**src/rtl/mips_pkg.sv**
```systemverilog
// Shared definitions for the five-stage MIPS pipeline: ALU operation codes,
// well-known register numbers and the ID/EX pipeline register layout.
package mips_pkg;

   // ALU operation codes carried on aluc
   localparam logic [3:0] ALU_ADD = 4'b0000;
   localparam logic [3:0] ALU_SUB = 4'b0100;
   localparam logic [3:0] ALU_AND = 4'b0001;
   localparam logic [3:0] ALU_OR  = 4'b0101;
   localparam logic [3:0] ALU_XOR = 4'b0010;
   localparam logic [3:0] ALU_LUI = 4'b0110;
   localparam logic [3:0] ALU_SLL = 4'b0011;
   localparam logic [3:0] ALU_SRL = 4'b0111;
   localparam logic [3:0] ALU_SRA = 4'b1111;

   // Architectural register numbers with special meaning
   localparam logic [4:0] REG_ZERO = 5'd0;
   localparam logic [4:0] REG_RA   = 5'd31;

   // Contents of the ID/EX pipeline register. An all-zero value is a bubble.
   typedef struct packed {
      logic        valid;
      logic        wreg;
      logic        m2reg;
      logic        wmem;
      logic        jal;
      logic [4:0]  rn;
      logic [3:0]  aluc;
      logic [31:0] a;
      logic [31:0] b;
      logic [31:0] st;
      logic [31:0] pc4;
   } ex_reg_t;

   // True when a stage will write a register that can actually be observed;
   // writes to $0 are discarded by the register file so they never forward.
   function automatic logic live_dest(input logic wreg, input logic [4:0] rn);
      return wreg && (rn != REG_ZERO);
   endfunction

   // True when a stage's destination matches a used, non-zero source.
   function automatic logic dest_hits(input logic wreg, input logic [4:0] rn,
                                      input logic used, input logic [4:0] src);
      return used && live_dest(wreg, rn) && (rn == src);
   endfunction

endpackage

```
**src/rtl/fwd_unit.sv**
```systemverilog
// Per-operand forwarding mux. Picks the freshest copy of one source register:
// the result being computed in EX, then the value leaving MEM, and finally
// the register-file read data.
module fwd_unit
   import mips_pkg::*;
(
   input  logic        use_i,        // operand is a real source this cycle
   input  logic [4:0]  src_i,        // source register number
   input  logic [31:0] rf_data_i,    // register-file read data
   input  logic        ex_valid_i,
   input  logic        ex_wreg_i,
   input  logic        ex_m2reg_i,
   input  logic [4:0]  ex_rn_i,
   input  logic [31:0] ex_alu_i,     // combinational ALU result in EX
   input  logic        mem_wreg_i,
   input  logic        mem_m2reg_i,
   input  logic [4:0]  mem_rn_i,
   input  logic [31:0] mem_alu_i,
   input  logic [31:0] mem_data_i,
   output logic [31:0] data_o
);

   logic ex_hit;
   logic mem_hit;

   // A load in EX has no data yet, so it is skipped here; the hazard logic
   // bubbles the consumer and the retry picks the value up from MEM.
   always_comb begin
      ex_hit  = ex_valid_i && !ex_m2reg_i && dest_hits(ex_wreg_i, ex_rn_i, use_i, src_i);
      mem_hit = dest_hits(mem_wreg_i, mem_rn_i, use_i, src_i);
   end

   // Priority select: EX beats MEM beats the register file
   always_comb begin
      data_o = rf_data_i;
      if (ex_hit) begin
         data_o = ex_alu_i;
      end else if (mem_hit) begin
         data_o = mem_m2reg_i ? mem_data_i : mem_alu_i;
      end
   end

endmodule

```
**src/rtl/id_exe_stage.sv**
```systemverilog
// ID/EX stage: resolves operand forwarding, detects load-use hazards,
// registers ALU operands and control into EX, inserts bubbles on hazards and
// flushes, and keeps a saturating bubble counter for performance debug.
//
// Handshake: stall is a combinational request to the front end to hold PC
// and IF/ID for this cycle; it is raised only when the ID instruction must be
// retried (load-use), never for a flush, since a flushed instruction is dead.
module id_exe_stage
   import mips_pkg::*;
#(
   parameter int BCNT_W = 16
) (
   input  logic              clock,
   input  logic              resetn,
   input  logic              d_valid,
   input  logic [4:0]        d_rs,
   input  logic [4:0]        d_rt,
   input  logic [4:0]        d_rn,
   input  logic [31:0]       d_qa,
   input  logic [31:0]       d_qb,
   input  logic [31:0]       d_imm,
   input  logic [3:0]        d_aluc,
   input  logic              d_aluimm,
   input  logic              d_shift,
   input  logic              d_wreg,
   input  logic              d_m2reg,
   input  logic              d_wmem,
   input  logic              d_jal,
   input  logic              d_usert,
   input  logic [31:0]       d_pc4,
   input  logic [31:0]       e_alu_s,
   input  logic              m_wreg,
   input  logic              m_m2reg,
   input  logic [4:0]        m_rn,
   input  logic [31:0]       m_alu,
   input  logic [31:0]       m_mem,
   input  logic              flush,
   output logic              stall,
   output logic [31:0]       e_a,
   output logic [31:0]       e_b,
   output logic [3:0]        e_aluc,
   output logic              e_wreg,
   output logic              e_m2reg,
   output logic              e_wmem,
   output logic              e_jal,
   output logic              e_valid,
   output logic [4:0]        e_rn,
   output logic [31:0]       e_pc4,
   output logic [31:0]       e_st,
   output logic [BCNT_W-1:0] bubble_cnt
);

   ex_reg_t           ex_q;
   ex_reg_t           ex_d;
   logic [BCNT_W-1:0] bcnt_q;
   logic [BCNT_W-1:0] bcnt_d;
   logic [31:0]       fwd_rs;
   logic [31:0]       fwd_rt;
   logic              load_in_ex;
   logic              hazard;
   logic              bubble;
   logic              bump;

   // Source operand rs is always a real source
   fwd_unit u_fwd_rs (
      .use_i       (1'b1),
      .src_i       (d_rs),
      .rf_data_i   (d_qa),
      .ex_valid_i  (ex_q.valid),
      .ex_wreg_i   (ex_q.wreg),
      .ex_m2reg_i  (ex_q.m2reg),
      .ex_rn_i     (ex_q.rn),
      .ex_alu_i    (e_alu_s),
      .mem_wreg_i  (m_wreg),
      .mem_m2reg_i (m_m2reg),
      .mem_rn_i    (m_rn),
      .mem_alu_i   (m_alu),
      .mem_data_i  (m_mem),
      .data_o      (fwd_rs)
   );

   // Source operand rt only forwards for R-type and store instructions
   fwd_unit u_fwd_rt (
      .use_i       (d_usert),
      .src_i       (d_rt),
      .rf_data_i   (d_qb),
      .ex_valid_i  (ex_q.valid),
      .ex_wreg_i   (ex_q.wreg),
      .ex_m2reg_i  (ex_q.m2reg),
      .ex_rn_i     (ex_q.rn),
      .ex_alu_i    (e_alu_s),
      .mem_wreg_i  (m_wreg),
      .mem_m2reg_i (m_m2reg),
      .mem_rn_i    (m_rn),
      .mem_alu_i   (m_alu),
      .mem_data_i  (m_mem),
      .data_o      (fwd_rt)
   );

   // Load-use detection against the instruction currently held in EX
   always_comb begin
      load_in_ex = ex_q.valid && ex_q.m2reg && live_dest(ex_q.wreg, ex_q.rn);
      hazard     = d_valid && load_in_ex &&
                   ((ex_q.rn == d_rs) || (d_usert && (ex_q.rn == d_rt)));
   end

   // A flush kills the ID instruction, so there is nothing left to retry
   assign stall  = hazard && !flush;
   assign bubble = flush || hazard || !d_valid;
   assign bump   = d_valid && (hazard || flush);

   // Next EX register contents: a captured instruction or an all-zero bubble
   always_comb begin
      ex_d = '0;
      if (!bubble) begin
         ex_d.valid = 1'b1;
         ex_d.wreg  = d_wreg;
         ex_d.m2reg = d_m2reg;
         ex_d.wmem  = d_wmem;
         ex_d.jal   = d_jal;
         ex_d.rn    = d_rn;
         ex_d.aluc  = d_aluc;
         ex_d.a     = d_shift ? {27'b0, d_imm[10:6]} : fwd_rs;
         ex_d.b     = d_aluimm ? d_imm : fwd_rt;
         ex_d.st    = fwd_rt;
         ex_d.pc4   = d_pc4;
      end
   end

   // Bubble counter sticks at all ones instead of wrapping
   always_comb begin
      bcnt_d = bcnt_q;
      if (bump && (bcnt_q != '1)) begin
         bcnt_d = bcnt_q + BCNT_W'(1);
      end
   end

   // EX pipeline register and bubble counter
   always_ff @(posedge clock or negedge resetn) begin
      if (!resetn) begin
         ex_q   <= '0;
         bcnt_q <= '0;
      end else begin
         ex_q   <= ex_d;
         bcnt_q <= bcnt_d;
      end
   end

   assign e_valid    = ex_q.valid;
   assign e_wreg     = ex_q.wreg;
   assign e_m2reg    = ex_q.m2reg;
   assign e_wmem     = ex_q.wmem;
   assign e_jal      = ex_q.jal;
   assign e_rn       = ex_q.rn;
   assign e_aluc     = ex_q.aluc;
   assign e_a        = ex_q.a;
   assign e_b        = ex_q.b;
   assign e_st       = ex_q.st;
   assign e_pc4      = ex_q.pc4;
   assign bubble_cnt = bcnt_q;

endmodule

```
**config.mk**
```make
export PLATFORM = sky130hd
export DESIGN_NAME = id_exe_stage
export DESIGN_NICKNAME = d
export VERILOG_FILES = /design/src/rtl/mips_pkg.sv /design/src/rtl/fwd_unit.sv /design/src/rtl/id_exe_stage.sv
export SDC_FILE = /design/constraint.sdc
export NUM_CORES = 1
export LEC_CHECK = 0
export CAP_MARGIN = 40
export CORE_AREA = 2 2 162 164
export CTS_CLUSTER_DIAMETER = 100
export DETAILED_ROUTE_END_ITERATION = 10
export DIE_AREA = 0 0 164 166
export GPL_TIMING_DRIVEN = 1
export SKIP_CTS_REPAIR_TIMING = 1
export SYNTH_ARGS = -nofsm -noshare
export SYNTH_HDL_FRONTEND = slang
export SYNTH_SLANG_ARGS = --single-unit
```
**constraint.sdc**
```tcl
create_clock -name clock -period 4.7 [get_ports clock]
set_clock_uncertainty 0.1 [all_clocks]
set_input_delay 0.705 -clock clock [delete_from_list [all_inputs] [get_ports clock]]
set_output_delay 0.705 -clock clock [all_outputs]
set_load 0.005 [all_outputs]
```
# --- Word level (Yosys, flattened, before mapping) ---
# Index checks and enable logic that the tools add are counted.
word_totals:
  regBits: 158
  out_inout_bits: 159
  inputBits: 261
op_classes:
  n_eq_ne: 5
  muxes: 8
  addsub: 1
  n_reduce_logical: 27
ops:
  columns: ["operator", "n"]
  rows:
  - ["32-bit two-way mux", 7]
  - ["142-bit two-way mux", 1]
  - ["5-bit == test", 4]
  - ["1-bit logical AND", 19]
  - ["16-bit by 1-bit adder with 16-bit output (second input constant)", 1]
  - ["16-bit != test (second input constant)", 1]
  - ["5-bit nonzero test", 2]
  - ["1-bit zero test", 3]
  - ["1-bit logical OR", 3]

# --- Depth between registers and ports, before layout ---
logic_depth:
  depth_word: 8
  ltp_mapped: 10

# --- Cells and area by module ---
# From an unflattened synthesis, not the netlist that was laid out.
unflattened:
  hier_cells: 885
  area_unflattened_um2: 9232.6
by_module_without_submodules:
  columns: ["mod", "n_inst", "area_each_um2", "cells_each"]
  rows:
  - ["id_exe_stage", 1, 5841.9, 445]
  - ["fwd_unit", 2, 1695.4, 220]

# --- Worst setup path before layout ---
# OpenSTA, ideal clock, no wires.
synth_timing:
  kind: "input to output"
  from: "in d_rt[4]"
  to: "out stall"
  cell_stages: 5
  setup_slack_ns: 2.205
  arrival_ns: 1.690
  required_ns: 3.895
  cell_sequence: "xor2_1 > nor4_1 > nand3_1 > a211oi_2 > nor2b_1"
synth_between:
  elab_chain_cells: 5
synth_rtl:
  columns: ["item", "line", "text"]
  rows:
  - ["start: declaration", "id_exe_stage.sv:17", "input logic [4:0] d_rt,"]
  - ["5-bit == test", "id_exe_stage.sv:104", "((ex_q.rn == d_rs) || (d_usert && (ex_q.rn == d_rt)));"]
  - ["1-bit logical AND", "id_exe_stage.sv:104", null]
  - ["1-bit logical OR", "id_exe_stage.sv:104", null]
  - ["1-bit logical AND", "id_exe_stage.sv:103", "hazard = d_valid && load_in_ex &&"]
  - ["1-bit logical AND", "id_exe_stage.sv:108", "assign stall = hazard && !flush;"]
  - ["end: declaration", "id_exe_stage.sv:38", "output logic stall,"]
# Every way passes these cells.

# --- Worst setup path after layout ---
# Same ends and word-level chain as after synthesis.

==> impl_metrics.py <==
metrics = {
    "status": {
        "run_status": "complete, no violations",
    },
    "route": {
        "dr.first_iter.drc_count": 388,
        "dr.pass1.iters": 5,
        "wl_met3_microns": 2710,
        "wirelength_microns": 28900,
        "vias": 6918,
        "vias_per_cell": 4.74,
        "wl_met2_microns": 14100,
        "ant_nets": 0,
        "met1_length_microns": 11400,
        "dr.max_layer_used": "met4",
        "routedWlPerCell_microns": 19.8,
        "route.detailed.drc": 0,
    },
    "setup_path": {
        "end_kind": "output port",
        "rr_worst_depth": 8,
        "worstPathRequired_ps": 3890,
        "path_class": "primary input to output port",
        "critPathLaunchType": "primary input",
        "arrival_ps": 2920,
        "r2r-start": "e_rn[3]",
        "cp_max_fo": 4,
        "timing.rr.end": "e_b[5]",
        "rrSetupSlack_ps": 1540,
    },
    "final_layout": {
        "nets": 1374,
        "final_area_sq_um": 12400,
        "syn_to_final_growth_pct": 72.3,
        "layout-drive-gt1-share": 0.0596,
        "instances_no_fill": 1459,
        "num_antenna_cells": 0,
        "fillers": 2464,
    },
    "clocking": {
        "clk-insertion-delay-late_ps": 420,
        "cts_tree": "built",
        "cts.htree.levels": 4,
        "clockRootBuffer": "clkbuf_16",
        "cts_made_buffers": 17,
        "cts_sinks": 158,
        "clkTransAtPathRegs_ps": 70,
        "cts_buffer_depth": 2,
    },
    "timing": {
        "slew_viol_final": 0,
        "whs_ps": 73.5,
        "tightest_slew_ps": 796,
        "hold_violations": 0,
        "rsz0062_at_grt": "false",
        "fin_crit_sh": 0.792,
        "period_minus_slack_ps": 3720,
        "worst_slack_ps": 978,
        "finalSetupViolCount": 0,
        "relSlewSlack": 0.469,
        "max_freq_mhz": 269,
        "tns_ps": 0,
    },
    "placed_design": {
        "place_area_sq_um": 11800,
        "gp_congestion": 0.876,
        "dpl_worst_slack_ps": 1000,
        "port_buffers": 419,
        "dp_cells": 1428,
        "hpwl_microns": 21600,
    },
    "floorplanning": {
        "core.rowCount": 59,
        "die_x_microns": 164,
        "initial_core_util": 0.280,
        "core_sq_um": 25600,
        "dieArea_sq_um": 27200,
        "io_pins": 420,
        "dieHeight_microns": 166,
    },
    "global_routing": {
        "grt_use_total": 0.212,
        "grt_first_pass_wirelength_microns": 43100,
        "grt_pass1_vias": 7007,
        "antenna_found_initial": 0,
        "grt_overflow": 0,
        "grt_start_max_net_pins": 79,
    },
    "yosys": {
        "postSynthCellCount": 710,
        "synth-seq-area-share": 0.550,
        "syn_area_per_cell_sq_um": 10.1,
        "syn_area_sq_um": 7180,
        "synthFlopType": "dfrtp_1",
        "ys_warn_count": 0,
        "synth_edf_count": 0,
        "ys_async_sr_fraction": 1.00,
        "synth.distinct_cells": 41,
        "ys_ff_latch": 158,
        "synth_nets": 972,
    },
    "hold_path": {
        "holdCritPathClass": "primary input to async pin",
    },
    "power_and_ir_drop": {
        "p_leak_nw": 5.09,
        "powerDensity_nw_per_um2": 290,
        "peakVddDrop_v": 0.000195,
    },
    "run": {
        "max_cap_violations": 0,
    },
}
==> layout by cell type (no fill, tap or decap), types with 4 or more instances in the layout <==
master	n
nand2_1	11
mux2_2	8
dfrtp_1	158
nor2b_1	6
clkinvlp_4	4
mux2i_1	37
buf_12	6
nor2_1	129
a21oi_1	91
nand3_1	9
clkdlybuf4s50_1	417
clkbuf_16	17
o21ai_0	32
nand4_1	8
inv_6	4
xnor2_1	23
xor2_1	10
and2_1	45
buf_4	8
nor3_1	8
a211oi_1	59
==> power by group <==
group	internal (mW)	switching [mW]	total, mW
combinational	0.417	0.261	0.678
sequential	1.43	0.0561	1.49
clock	0.808	0.615	1.42
==> worst max-delay path by stage <==
stage                       start    end  slack [ps]
after floorplan           d_rt[4]  stall        2210
after global placement    d_rt[4]  stall         910
after detailed placement  d_rt[4]  stall        1000
after CTS                 d_rt[4]  stall         970
after global routing      d_rt[4]  stall         870
final                     d_rt[4]  stall         980
==> final cells by class <==
class                           count  area, sq um  area share
Timing Repair Buffer              434         4400       0.355
Sequential cell                   158         3950       0.319
Multi-Input combinational cell    497         3000       0.242
Clock buffer                       18          439      0.0355
Tap cell                          335          419      0.0339
Clock inverter                     13          153      0.0123
Inverter                            4         16.3     0.00131
==> synthesized netlist by cell type (all sizes together) (10+ instances only) <==
library cell,instances,area share
a211oi,60,0.063
a21oi,91,0.063
and2,45,0.039
buf,23,0.019
clkbuf,28,0.015
dfrtp,158,0.55
mux2i,37,0.052
nand2,11,0.0057
nor2,129,0.067
nor3,11,0.0091
o21ai,33,0.023
xnor2,23,0.028
xor2,10,0.012
==> critical path, stage by stage <==
cell,delay [ps]
clkdlybuf4s50_1,460
xor2_1,160
nor4_1,260
nand3_1,200
a211oi_2,380
nor2b_1,220
clkdlybuf4s50_1,530
==> per-stage QoR <==
stage	total power [mW]	utilization
2_1_floorplan	1.71	-
3_3_place_gp	2.18	0.458
3_5_place_dp	2.19	0.460
4_1_cts	3.63	0.483
5_1_grt	3.75	0.483
6_report	3.59	0.483
==> metal layers <==
layer  GRT usage  up-vias
met2       0.356      315
met5           0        -
met3      0.0762       35
met4      0.0667        0
li1            -     3263
met1       0.253     3305
==> state kept, by name, summed over array words and instances (netlist names) <==
register / cells
e_valid: 1
e_wmem: 1
bubble_cnt: 16
e_rn: 5
e_a: 32
e_aluc: 4
e_st: 32
e_m2reg: 1
e_pc4: 32
e_jal: 1
e_wreg: 1
e_b: 32
==> cell families (layout without fill, tap and decap cells) <==
family,Yosys count,count (layout),synth area share
AOI/OAI and AO/OA,187,187,0.155
xor gates and xnor gates,33,33,0.0402
and+or+nand+nor,231,231,0.153
buffers and inverters,55,469,0.0360
muxes,45,45,0.0641
DFF,158,158,0.550
adders and majority gates,1,1,0.00174
Power figures use the tool's default switching activity.
